**src/rtl/pipeline_control_sequencer.sv**
```systemverilog
// rtl/pipeline_control_sequencer.sv - stall/flush/halt sequencer for the 5-stage RV32 pipeline
// Ports:
//   clk, rst_n                       clock, asynchronous active-low reset
//   load_use_hazard, branch_taken    hazard and branch requests (ID / EX)
//   dmem_req, dmem_ready             MEM-stage data memory handshake
//   halt_req                         level request to drain and halt
//   pc_write .. mem_wb_flush         PC and stage-register enables / clears
//   halted, mem_timeout              status (registered)
//   stall_cycles, flush_count        saturating performance counters
module pipeline_control_sequencer #(
    parameter int PIPE_DEPTH = 4,
    parameter int MAX_WAIT   = 16,
    parameter int CNT_W      = 32
) (
    input  logic             clk,
    input  logic             rst_n,
    input  logic             load_use_hazard,
    input  logic             branch_taken,
    input  logic             dmem_req,
    input  logic             dmem_ready,
    input  logic             halt_req,
    output logic             pc_write,
    output logic             if_id_write,
    output logic             if_id_flush,
    output logic             id_ex_write,
    output logic             id_ex_flush,
    output logic             ex_mem_write,
    output logic             mem_wb_flush,
    output logic             halted,
    output logic             mem_timeout,
    output logic [CNT_W-1:0] stall_cycles,
    output logic [CNT_W-1:0] flush_count
);

    localparam int WW = $clog2(MAX_WAIT + 1);
    localparam int DW = $clog2(PIPE_DEPTH + 1);
    localparam logic [WW-1:0] WAIT_MAX   = WW'(MAX_WAIT);
    localparam logic [DW-1:0] DRAIN_DONE = DW'(PIPE_DEPTH);

    typedef enum logic [1:0] {RUN, MEM_WAIT, DRAIN, HALTED} state_t;

    state_t          state, state_next;
    logic [WW-1:0]   wait_cnt, wait_next;
    logic [DW-1:0]   drain_cnt, drain_next;
    logic            frozen, lu_stall, br_accept;
    logic            pc_en, ifw_en, iff_en, idw_en, idf_en, exw_en, mwf_en;

    always_comb begin
        state_next = state;
        wait_next  = wait_cnt;
        drain_next = drain_cnt;
        frozen     = 1'b0;
        lu_stall   = 1'b0;
        br_accept  = 1'b0;
        pc_en      = 1'b1;
        ifw_en     = 1'b1;
        iff_en     = 1'b0;
        idw_en     = 1'b1;
        idf_en     = 1'b0;
        exw_en     = 1'b1;
        mwf_en     = 1'b0;

        if (state == HALTED) begin
            pc_en  = 1'b0;
            iff_en = 1'b1;
        end else begin
            // MEM_WAIT freezes until ready regardless of dmem_req
            frozen = !dmem_ready && (state == MEM_WAIT || dmem_req);
            if (frozen) begin
                pc_en  = 1'b0;
                ifw_en = 1'b0;
                idw_en = 1'b0;
                exw_en = 1'b0;
                mwf_en = 1'b1;
            end else if (branch_taken) begin
                br_accept = 1'b1;
                iff_en    = 1'b1;
                idf_en    = 1'b1;
            end else if (load_use_hazard) begin
                lu_stall = 1'b1;
                pc_en    = 1'b0;
                ifw_en   = 1'b0;
                idf_en   = 1'b1;
            end else if (state == DRAIN) begin
                // stop fetching; the IF instruction is refetched on resume
                pc_en  = 1'b0;
                iff_en = 1'b1;
            end
        end

        case (state)
            RUN: begin
                drain_next = '0;
                if (frozen) begin
                    state_next = MEM_WAIT;
                    wait_next  = WW'(1);
                end else if (halt_req) begin
                    state_next = DRAIN;
                end
            end
            MEM_WAIT: begin
                if (frozen) begin
                    if (wait_cnt != WAIT_MAX) wait_next = wait_cnt + WW'(1);
                end else begin
                    wait_next  = '0;
                    state_next = halt_req ? DRAIN : RUN;
                end
            end
            DRAIN: begin
                if (frozen) begin
                    state_next = MEM_WAIT;
                    wait_next  = WW'(1);
                end else if (!halt_req) begin
                    state_next = RUN;
                end else begin
                    if (!lu_stall) drain_next = drain_cnt + DW'(1);
                    if (drain_next == DRAIN_DONE) state_next = HALTED;
                end
            end
            HALTED: begin
                if (!halt_req) state_next = RUN;
            end
            default: state_next = RUN;
        endcase
    end

    // a flush clears the stage, so it wins over that stage's write enable
    assign pc_write     = rst_n & pc_en;
    assign if_id_write  = rst_n & ifw_en & !iff_en;
    assign if_id_flush  = rst_n & iff_en;
    assign id_ex_write  = rst_n & idw_en & !idf_en;
    assign id_ex_flush  = rst_n & idf_en;
    assign ex_mem_write = rst_n & exw_en;
    assign mem_wb_flush = rst_n & mwf_en;

    always_ff @(posedge clk or negedge rst_n) begin
        if (!rst_n) begin
            state        <= RUN;
            wait_cnt     <= '0;
            drain_cnt    <= '0;
            halted       <= 1'b0;
            mem_timeout  <= 1'b0;
            stall_cycles <= '0;
            flush_count  <= '0;
        end else begin
            state       <= state_next;
            wait_cnt    <= wait_next;
            drain_cnt   <= drain_next;
            halted      <= (state_next == HALTED);
            mem_timeout <= mem_timeout | (wait_next == WAIT_MAX);
            if (!pc_en && state != HALTED && stall_cycles != '1)
                stall_cycles <= stall_cycles + CNT_W'(1);
            if (br_accept && flush_count != '1)
                flush_count <= flush_count + CNT_W'(1);
        end
    end

endmodule

```
**config.mk**
```make
export PLATFORM = sky130hd
export DESIGN_NAME = pipeline_control_sequencer
export DESIGN_NICKNAME = d
export VERILOG_FILES = /design/src/rtl/pipeline_control_sequencer.sv
export SDC_FILE = /design/constraint.sdc
export NUM_CORES = 1
export LEC_CHECK = 0
export CORE_UTILIZATION = 45
export CTS_CLUSTER_SIZE = 24
export DETAILED_ROUTE_END_ITERATION = 6
export PLACE_DENSITY_LB_ADDON = 0.1
export REMOVE_ABC_BUFFERS = 1
export SYNTH_ARGS = -nofsm -noshare
export SYNTH_HDL_FRONTEND = slang
export SYNTH_SLANG_ARGS = --single-unit
export TNS_END_PERCENT = 1
```
**constraint.sdc**
```tcl
create_clock -name clk -period 3.56 [get_ports clk]
set_clock_uncertainty 0.1 [all_clocks]
set_input_delay 0.712 -clock clk [delete_from_list [all_inputs] [get_ports clk]]
set_output_delay 0.712 -clock clk [all_outputs]
set_load 0.005 [all_outputs]
```
# ---- Word-level counts from Yosys, hierarchy flattened
# Cells that the tools add are included.
dict set report word_totals {
  regBits 76
  input_bits 7
  out_inout_bits 73
  wordCells 94
}
dict set report op_classes {
  addsub 4
  eq_ne 12
  muxes 49
  n_bitwise 9
  n_reduce_logical 13
}
# op count
set ops {}
lappend ops {{$add 32x1->32 const B} 2}
lappend ops {{$ne 32x32->1 const B} 2}
lappend ops {{$mux 1} 29}
lappend ops {{$mux 3} 6}
lappend ops {{$mux 2} 8}
lappend ops {{$mux 5} 3}
lappend ops {{$pmux 5 s2} 1}
lappend ops {{$and 1x1->1} 8}
lappend ops {{$pmux 2 s4} 1}
lappend ops {{$eq 2x2->1 const B} 3}
lappend ops {{$ne 2x2->1 const B} 3}
lappend ops {{$pmux 3 s2} 1}
lappend ops {{$add 5x1->5 const B} 1}
lappend ops {{$eq 5x5->1 const B} 1}
lappend ops {{$ne 5x5->1 const B} 1}
lappend ops {{$logic_and 1x1->1} 4}
lappend ops {{$logic_not 1->1} 4}
lappend ops {{$add 3x1->3 const B} 1}
lappend ops {{$eq 3x3->1 const B} 1}
lappend ops {{$reduce_and 3->1} 1}
lappend ops {{$eq 2x1->1 const B} 1}
lappend ops {{$logic_not 2->1} 1}
lappend ops {{$reduce_bool 2->1} 1}
lappend ops {{$reduce_or 2->1} 1}
lappend ops {{2 further kinds} 2}

# ---- Logic depth before layout (Yosys ltp)
# Gate-level depths: netlist of the first run.
dict set report logic_depth {
  ltp_word 15
  depth_mapped 8
  ltp_nobuf 7
}

# ---- Worst setup path after synthesis of the first run
# Ideal clock, no wire load.
dict set report synth_timing {
  path_type {input -> register}
  from {input dmem_ready}
  to {register flush_count[19]}
  arrival_ps 2080
  required_ps 3335
  slack_ps 1255
  stages 6
  path_buffers 1
  path_cell_list {buf_4 > nand2b_4 > a2111oi_0 > nand3_1 > nor3_1 > mux2_2}
}
dict set report synth_via {
  elab_chain_len 5
}
# element line_no
set synth_lines {}
lappend synth_lines {{start: declaration} 20} ;# input logic dmem_ready,
lappend synth_lines {{$logic_not 1->1} 68} ;# frozen = !dmem_ready && (state == MEM_WAIT || dmem_req);
lappend synth_lines {{$logic_and 1x1->1} 68}
lappend synth_lines {{$mux 1} 69} ;# if (frozen) begin
lappend synth_lines {{$mux 1} 63} ;# if (state == HALTED) begin
lappend synth_lines {{$logic_and 1x1->1} 153} ;# if (br_accept && flush_count != '1)
lappend synth_lines {{end signal: assignment} 154} ;# flush_count <= flush_count + CNT_W'(1);
lappend synth_lines {{end: declaration} 32} ;# output logic [CNT_W-1:0] flush_count
# Every way passes these cells.
# A chain may end at the register's enable or synchronous reset.

# ---- Worst setup path in the final report of the first run
dict set report layout_timing {
  from {register state[0]}
  to {output id_ex_write}
}
dict set report layout_via {
  elab_chain_len 7
  word_cells_on_any_way 11
}
# element line_no
set layout_lines {}
lappend layout_lines {{start: declaration} 42} ;# state_t state, state_next;
lappend layout_lines {{start signal: assignment} 146} ;# state <= state_next;
lappend layout_lines {{$eq 2x1->1} 68}
lappend layout_lines {{$logic_or 1x1->1} 68}
lappend layout_lines {{$logic_and 1x1->1} 68}
lappend layout_lines {{$mux 1} 69}
lappend layout_lines {{$mux 1} 63}
lappend layout_lines {{$and 1x1->1 or $logic_not 1->1 (tied branches)} 131} ;# assign id_ex_write = rst_n & idw_en & !idf_en;
lappend layout_lines {{$and 1x1->1 *} 131}
lappend layout_lines {{end: declaration} 25} ;# output logic id_ex_write,
# Every way passes the cells marked *; elsewhere a longest branch is shown, timed or not.

==> flow_summary.json, run 1 <==
{
  "top_layer_used": "met4",
  "gp_congestion": 0.841,
  "met1Wirelength_um": 4330,
  "synth_edf_count": 0,
  "min_path_type": "input port to async pin",
  "synth-compound-area-share": 0.0736,
  "cp-end-kind": "output port",
  "cts_hold_buf": 0,
  "clockBufferDepth": 2,
  "cts-htree-levels": 3,
  "synth_fa_ha_area_frac": 0.0155,
  "cts_inserted_buffers": 9,
  "cp_slowest_stage_delay_ns": 0.71,
  "path_clk_slew_ns": 0.08,
  "cp_max_fo": 18,
  "syn_to_final_growth_pct": 28.3,
  "cap_violations": 0,
  "layout-drive-gt1-share": 0.0911,
  "grt_pass1_wl_um": 15100,
  "p_leak_nw": 2.26,
  "hold_slack_ns": 0.169,
  "grt_pass1_vias": 3113,
  "detailed_place_hpwl_um": 6430,
  "track_usage": 0.199,
  "drt_first_pass_iters": 4,
  "clkSinkCount": 76,
  "synthCells": 402,
  "root_buffer": "clkbuf_8",
  "antenna_found_initial": 0,
  "pwr_density_cell_mw_per_mm2": 447,
  "arrival_ns": 2.46,
  "ys_warn_count": 0,
  "die_w_um": 96.8,
  "drt-wirelength-per-cell_um": 14.7,
  "max_freq_mhz": 306,
  "status": "finished, final reports clean",
  "finalHoldViolCount": 0,
  "crit_required_ns": 2.75,
  "synth_xor_xnor_area_share": 0.126,
  "synth_most_common_cell": "dfrtp_1",
  "cts_setup_buffers": 0,
  "cp_cell_sequence": "inv_1 -> nand2_1 -> a21oi_1 -> nand2b_1 -> a21oi_1 -> clkdlybuf4s50_1",
  "timing.rr.start": "stall_cycles[0]",
  "synth-simple-area-share": 0.257,
  "initial_utilization": 0.464,
  "path_class": "flip-flop to output port",
  "core_mm2": 0.00872,
  "rsz0062_at_grt": "no",
  "reg2reg_to": "stall_cycles[1]",
  "dieHeight_um": 96.8,
  "viasPerCell": 5.40,
  "slew_viol_final": 0,
  "reg2reg_depth": 6,
  "die-area_mm2": 0.00938,
  "synth-async-reset-ratio": 1.00,
  "setup_tns_ns": 0,
  "cp-start-kind": "flip-flop",
  "clkLatencyLatePin_ns": 0.35,
  "crit_top_cell": "a21oi_1",
  "synth_mux_area_frac": 0.0278,
  "drc_errors": 0,
  "io_pins": 80,
  "synth_area_per_cell_um2": 10.1,
  "yosysTopAreaCell": "dfrtp_1",
  "max-vdd-ir-drop_v": 0.000310,
  "ctsResizeCount": 0,
  "post-synth-top-area-fraction": 0.470,
  "yosys.cell_types.count": 58,
  "grt_max_degree": 53,
  "power.total_mw": 2.32,
  "netlist_area_mm2": 0.00405,
  "ys_ff_latch": 76,
  "synth_commonest_cells": "76 x dfrtp_1, 37 x xor2_1, 28 x nand2_1",
  "postRouteAntennaNets": 0,
  "relSlewSlack": 0.478,
  "n_antenna_cell": 0,
  "grt_overflow": 0,
  "r2r_slack_ns": 0.96,
  "portBuffers": 79,
  "setup-violations-final": 0,
  "worst_pin_slew_ns": 0.780,
  "drt_iter0_markers": 103,
  "dr_wl_met3_um": 360,
  "met2_length_um": 4060,
  "placementRows": 34,
  "min_period_over_period": 0.918,
  "vias": 3253,
  "worst_path_max_delay_cell": "dfrtp_1",
  "synth_top_family_by_area": "simple AND/OR/NAND/NOR gates",
  "cts_tree": "built",
  "wl_um": 8870,
  "synthTopCellsByArea": "dfrtp_1 47%, xor2_1 8.0%, xnor2_1 4.5%, nor3_1 3.0%, nand4_1 2.6%",
  "nets": 501,
  "fin_crit_ns": 3.27,
  "ys.flop_type": "dfrtp_1",
  "yosysSeqAreaShare": 0.470
}
==> cells by family (layout without fill, tap and decap cells) <==
group,after synthesis,after routing
AND/OR/NAND/NOR,180,180
flip-flops,76,76
buffers and inverters,30,122
XOR/XNOR,58,58
AO/OA/AOI/OAI,43,43
adder cells (fa/ha/maj),5,5
multiplexers,10,10
==> registers in the layout, summed over array words and instances (netlist names) <==
register,cells
halted,1
wait_cnt,5
mem_timeout,1
state,2
flush_count,32
stall_cycles,32
drain_cnt,3
==> power by group <==
part	switching (mW)	total [mW]	internal (mW)
combinational	0.200	0.475	0.276
clock	0.330	0.746	0.417
sequential	0.139	1.10	0.960
==> layer usage <==
layer	vias up	global-route usage
met5	-	0
met4	0	0.0930
met1	1576	0.276
li1	1605	-
met3	10	0.0405
met2	62	0.297
==> layout by cell type, fill, tap and decap left out, drive strengths merged, types with 2 or more instances in the layout <==
master / n
o211ai: 3
o21ai: 9
clkinvlp: 2
or3: 4
nor4b: 7
a31oi: 3
ha: 5
nand3: 21
nor3: 26
nand4: 19
nor4: 12
a2111oi: 2
dfrtp: 76
and3: 5
nor2: 27
and4b: 2
nor2b: 3
xor2: 37
nand2b: 10
a22o: 3
clkbuf: 11
inv: 23
mux2i: 3
xnor2: 21
a211oi: 2
buf: 6
and4: 2
or2: 4
nand2: 28
a21oi: 12
bufinv: 2
nor3b: 6
mux2: 7
clkdlybuf4s50: 78
==> how the worst max path moves through the flow <==
| stage | to | startpoint | cells past startpoint | slack [ns] |
|---|---|---|---|---|
| 4_1_cts | if_id_flush | state[0] | 6 | 0.28 |
| 3_3_place_gp | pc_write | dmem_ready | 6 | 0.35 |
| 3_5_place_dp | if_id_flush | dmem_ready | 5 | 0.29 |
| 2_1_floorplan | stall_cycles[1] | stall_cycles[0] | 6 | 1.30 |
| 6_report | id_ex_write | state[0] | 6 | 0.29 |
| 5_1_grt | id_ex_write | state[0] | 6 | 0.08 |
==> through the flow <==
stage               instances  instance area (um2)  utilization  setup WS (ns)
floorplan                 394                 4000            -           1.30
detailed placement        586                 4960        0.569          0.291
finish                    602                 5190        0.595          0.292
CTS                       602                 5190        0.595          0.285
global placement          586                 4960        0.569          0.355
global route              602                 5190        0.595         0.0782
==> final cells by class <==
| type | count | area [um2] |
|---|---|---|
| tap | 108 | 135 |
| inverter | 22 | 82.6 |
| clock inverter | 5 | 83.8 |
| clock buffer | 11 | 141 |
| timing repair buffer | 84 | 826 |
| fill | 760 | 3530 |
| sequential | 76 | 1900 |
| multi-input combinational | 296 | 2020 |
==> critical path: cells and delay by family (launching register included) <==
| kind | cells | cell delay (ns) |
|---|---|---|
| buf+inv | 2 | 0.77 |
| compound gates | 2 | 0.29 |
| flops | 1 | 0.71 |
| simple gates | 2 | 0.33 |
No activity file was read; power rests on OpenSTA's default activity.
==> run 2, diff against run 1 <==
ABC_AREA = 1   (was not set)
CTS_CLUSTER_DIAMETER = 100   (was not set)
MAX_ROUTING_LAYER = met4   (was not set)
==> run 2 against run 1 <==
  * Global-route usage rose by 4.3 points
  * Wire length rose by 35%
  * Combinational power rose by 85%
  * Synthesized area rose by 18%
  * First-iteration DRC count rose by 140%
  * Critical path type is now input port to output port
  * Worst hold slack got worse by 0.10 ns
  * Final cell count rose by 47%
  * Power rose by 21%
==> flow_summary.json, run 2 <==
{
  "status": "finished, final reports clean",
  "die_w_um": 105,
  "cp_cell_sequence": "clkdlybuf4s50_1 -> inv_1 -> nand2_4 -> nand2_1 -> a21oi_1 -> inv_1 -> nor2_1 -> clkdlybuf4s50_1",
  "wl_um": 11900,
  "r2r_slack_ns": 1.31,
  "cts_setup_buffers": 0,
  "reg_top3": "flush_count x32, stall_cycles x32, wait_cnt x5",
  "gp_congestion": 0.921,
  "initial_utilization": 0.464,
  "vias": 4451,
  "syn_to_final_growth_pct": 23.0,
  "synth_commonest_cells": "244 x nand2_1, 76 x dfrtp_1, 75 x nor2_1",
  "synthCells": 658,
  "path_clk_slew_ns": 0.08,
  "cp_slowest_stage_delay_ns": 0.50,
  "detailed_place_hpwl_um": 8970,
  "die-area_mm2": 0.0111,
  "max-vdd-ir-drop_v": 0.000252,
  "layout_setup_ws_ns": 0.432,
  "postRouteAntennaNets": 0,
  "yosysSeqAreaShare": 0.397,
  "dieHeight_um": 105,
  "finalHoldViolCount": 0,
  "final_common_cell": "nand2_1",
  "cts_tree": "built",
  "min_path_type": "input port to async pin",
  "post-place-ws_ns": 0.434,
  "cts_hold_buf": 0,
  "reg2reg_depth": 10,
  "pwr_density_cell_mw_per_mm2": 476,
  "drc_errors": 0,
  "final_cells": 882,
  "fin_crit_ns": 3.13,
  "synth_edf_count": 0,
  "ys.flop_type": "dfrtp_1",
  "max_freq_mhz": 320,
  "yosys.cell_types.count": 31,
  "path_class": "input port to output port",
  "rsz0062_at_grt": "no",
  "grt_pass1_wl_um": 20600,
  "path_delay_family": "buffers and inverters",
  "clkLatencyLatePin_ns": 0.36,
  "setup-violations-final": 0,
  "worst_pin_slew_ns": 0.656,
  "io_pins": 80,
  "placementRows": 37,
  "ctsResizeCount": 0,
  "viasPerCell": 5.05,
  "cap_violations": 0,
  "root_buffer": "clkbuf_8",
  "yosysTopAreaCell": "dfrtp_1",
  "setup_tns_ns": 0,
  "relSlewSlack": 0.563,
  "grt_pass1_vias": 4237,
  "power.total_mw": 2.80,
  "grt_overflow": 0,
  "synth-async-reset-ratio": 1.00,
  "synth_most_common_cell": "nand2_1",
  "p_clk_frac": 0.264,
  "layout-drive-gt1-share": 0.0764,
  "arrival_ns": 2.32,
  "ys_ff_latch": 76,
  "synthTopCellsByArea": "dfrtp_1 40%, nand2_1 19%, xor2_1 7.3%, nor2_1 5.9%, inv_1 4.4%",
  "cp-end-kind": "output port",
  "crit_required_ns": 2.75,
  "p_leak_nw": 2.69,
  "clkSinkCount": 76,
  "cp-start-kind": "input port",
  "synth_area_per_cell_um2": 7.28,
  "cts_inserted_buffers": 9,
  "netlist_area_mm2": 0.00479,
  "cts-htree-levels": 3,
  "drt-wirelength-per-cell_um": 13.5,
  "post-route-util": 0.570,
  "dp_cells": 866,
  "worst_path_max_delay_cell": "clkdlybuf4s50_1",
  "drt_iter0_markers": 246,
  "min_period_over_period": 0.879,
  "p_int_mw": 1.82,
  "core_mm2": 0.0103,
  "timing.rr.start": "stall_cycles[0]",
  "nets": 753,
  "combPwrFrac": 0.314,
  "grt_max_degree": 53,
  "slew_viol_final": 0,
  "ys_warn_count": 0,
  "drt_first_pass_iters": 5,
  "reg2reg_to": "stall_cycles[25]",
  "track_usage": 0.241,
  "switchingPower_mw": 0.983,
  "final_cell_mix": "244 x nand2_1, 78 x clkdlybuf4s50_1, 76 x dfrtp_1",
  "post-synth-top-area-fraction": 0.397,
  "cp_max_fo": 7,
  "clockBufferDepth": 2,
  "fillers": 946,
  "cp_num_buf_inv": 4,
  "n_antenna_cell": 0,
  "swShare": 0.351,
  "power_frac_seq": 0.423,
  "portBuffers": 79,
  "antenna_found_initial": 0
}
==> run 2: worst max-delay path by stage <==
stage,startpoint,endpoint,cells after the start
detailed placement,dmem_ready,id_ex_flush,8
global placement,dmem_ready,id_ex_flush,8
global route,dmem_ready,id_ex_flush,8
CTS,dmem_ready,id_ex_flush,8
floorplan,dmem_req,id_ex_flush,7
finish,dmem_ready,id_ex_flush,8
==> run 2: final cells by class <==
cell class / instances / area [um2] / share of cell area
tap: 136 / 170 / 0.0289
timing repair buffer: 81 / 803 / 0.136
clock buffer: 11 / 141 / 0.0240
clock inverter: 5 / 75.1 / 0.0128
inverter: 60 / 228 / 0.0387
sequential: 76 / 1900 / 0.323
multi-input combinational: 513 / 2570 / 0.436
==> run 2: logic make-up (layout without fill, tap and decap cells) <==
logic type,count (synthesis),count (layout),share of synthesized area
buffers and inverters,69,157,0.0664
AND/OR/NAND/NOR,417,417,0.374
XOR/XNOR,57,57,0.106
AO/OA/AOI/OAI,34,34,0.0431
flip-flops,76,76,0.397
adder cells (fa/ha/maj),5,5,0.0131
==> run 2: stage by stage <==
| step | hold slack, ns | area, um2 |
|---|---|---|
| 6_report | 0.0656 | 5890 |
| 5_1_grt | 0.0455 | 5890 |
| 4_1_cts | 0.0496 | 5890 |
| 3_5_place_dp | 0.374 | 5670 |
| 3_3_place_gp | 0.365 | 5670 |
| 2_1_floorplan | 0.316 | 4700 |
==> run 2: power by group through the flow <==
stage	clock (mW)	sequential [mW]	combinational, mW
after detailed placement	0	1.20	0.878
final	0.739	1.18	0.878
after global placement	0	1.20	0.863
after floorplan	0	1.17	0.492
after CTS	0.757	1.18	0.886
after global routing	0.794	1.21	0.982
==> run 2: metal layers <==
metal	wire [um]	part of all wire	track usage
met5	0	0	-
met4	167	0.014	0.0744
met3	708	0.059	0.0549
met1	5820	0.49	0.327
met2	5240	0.44	0.360
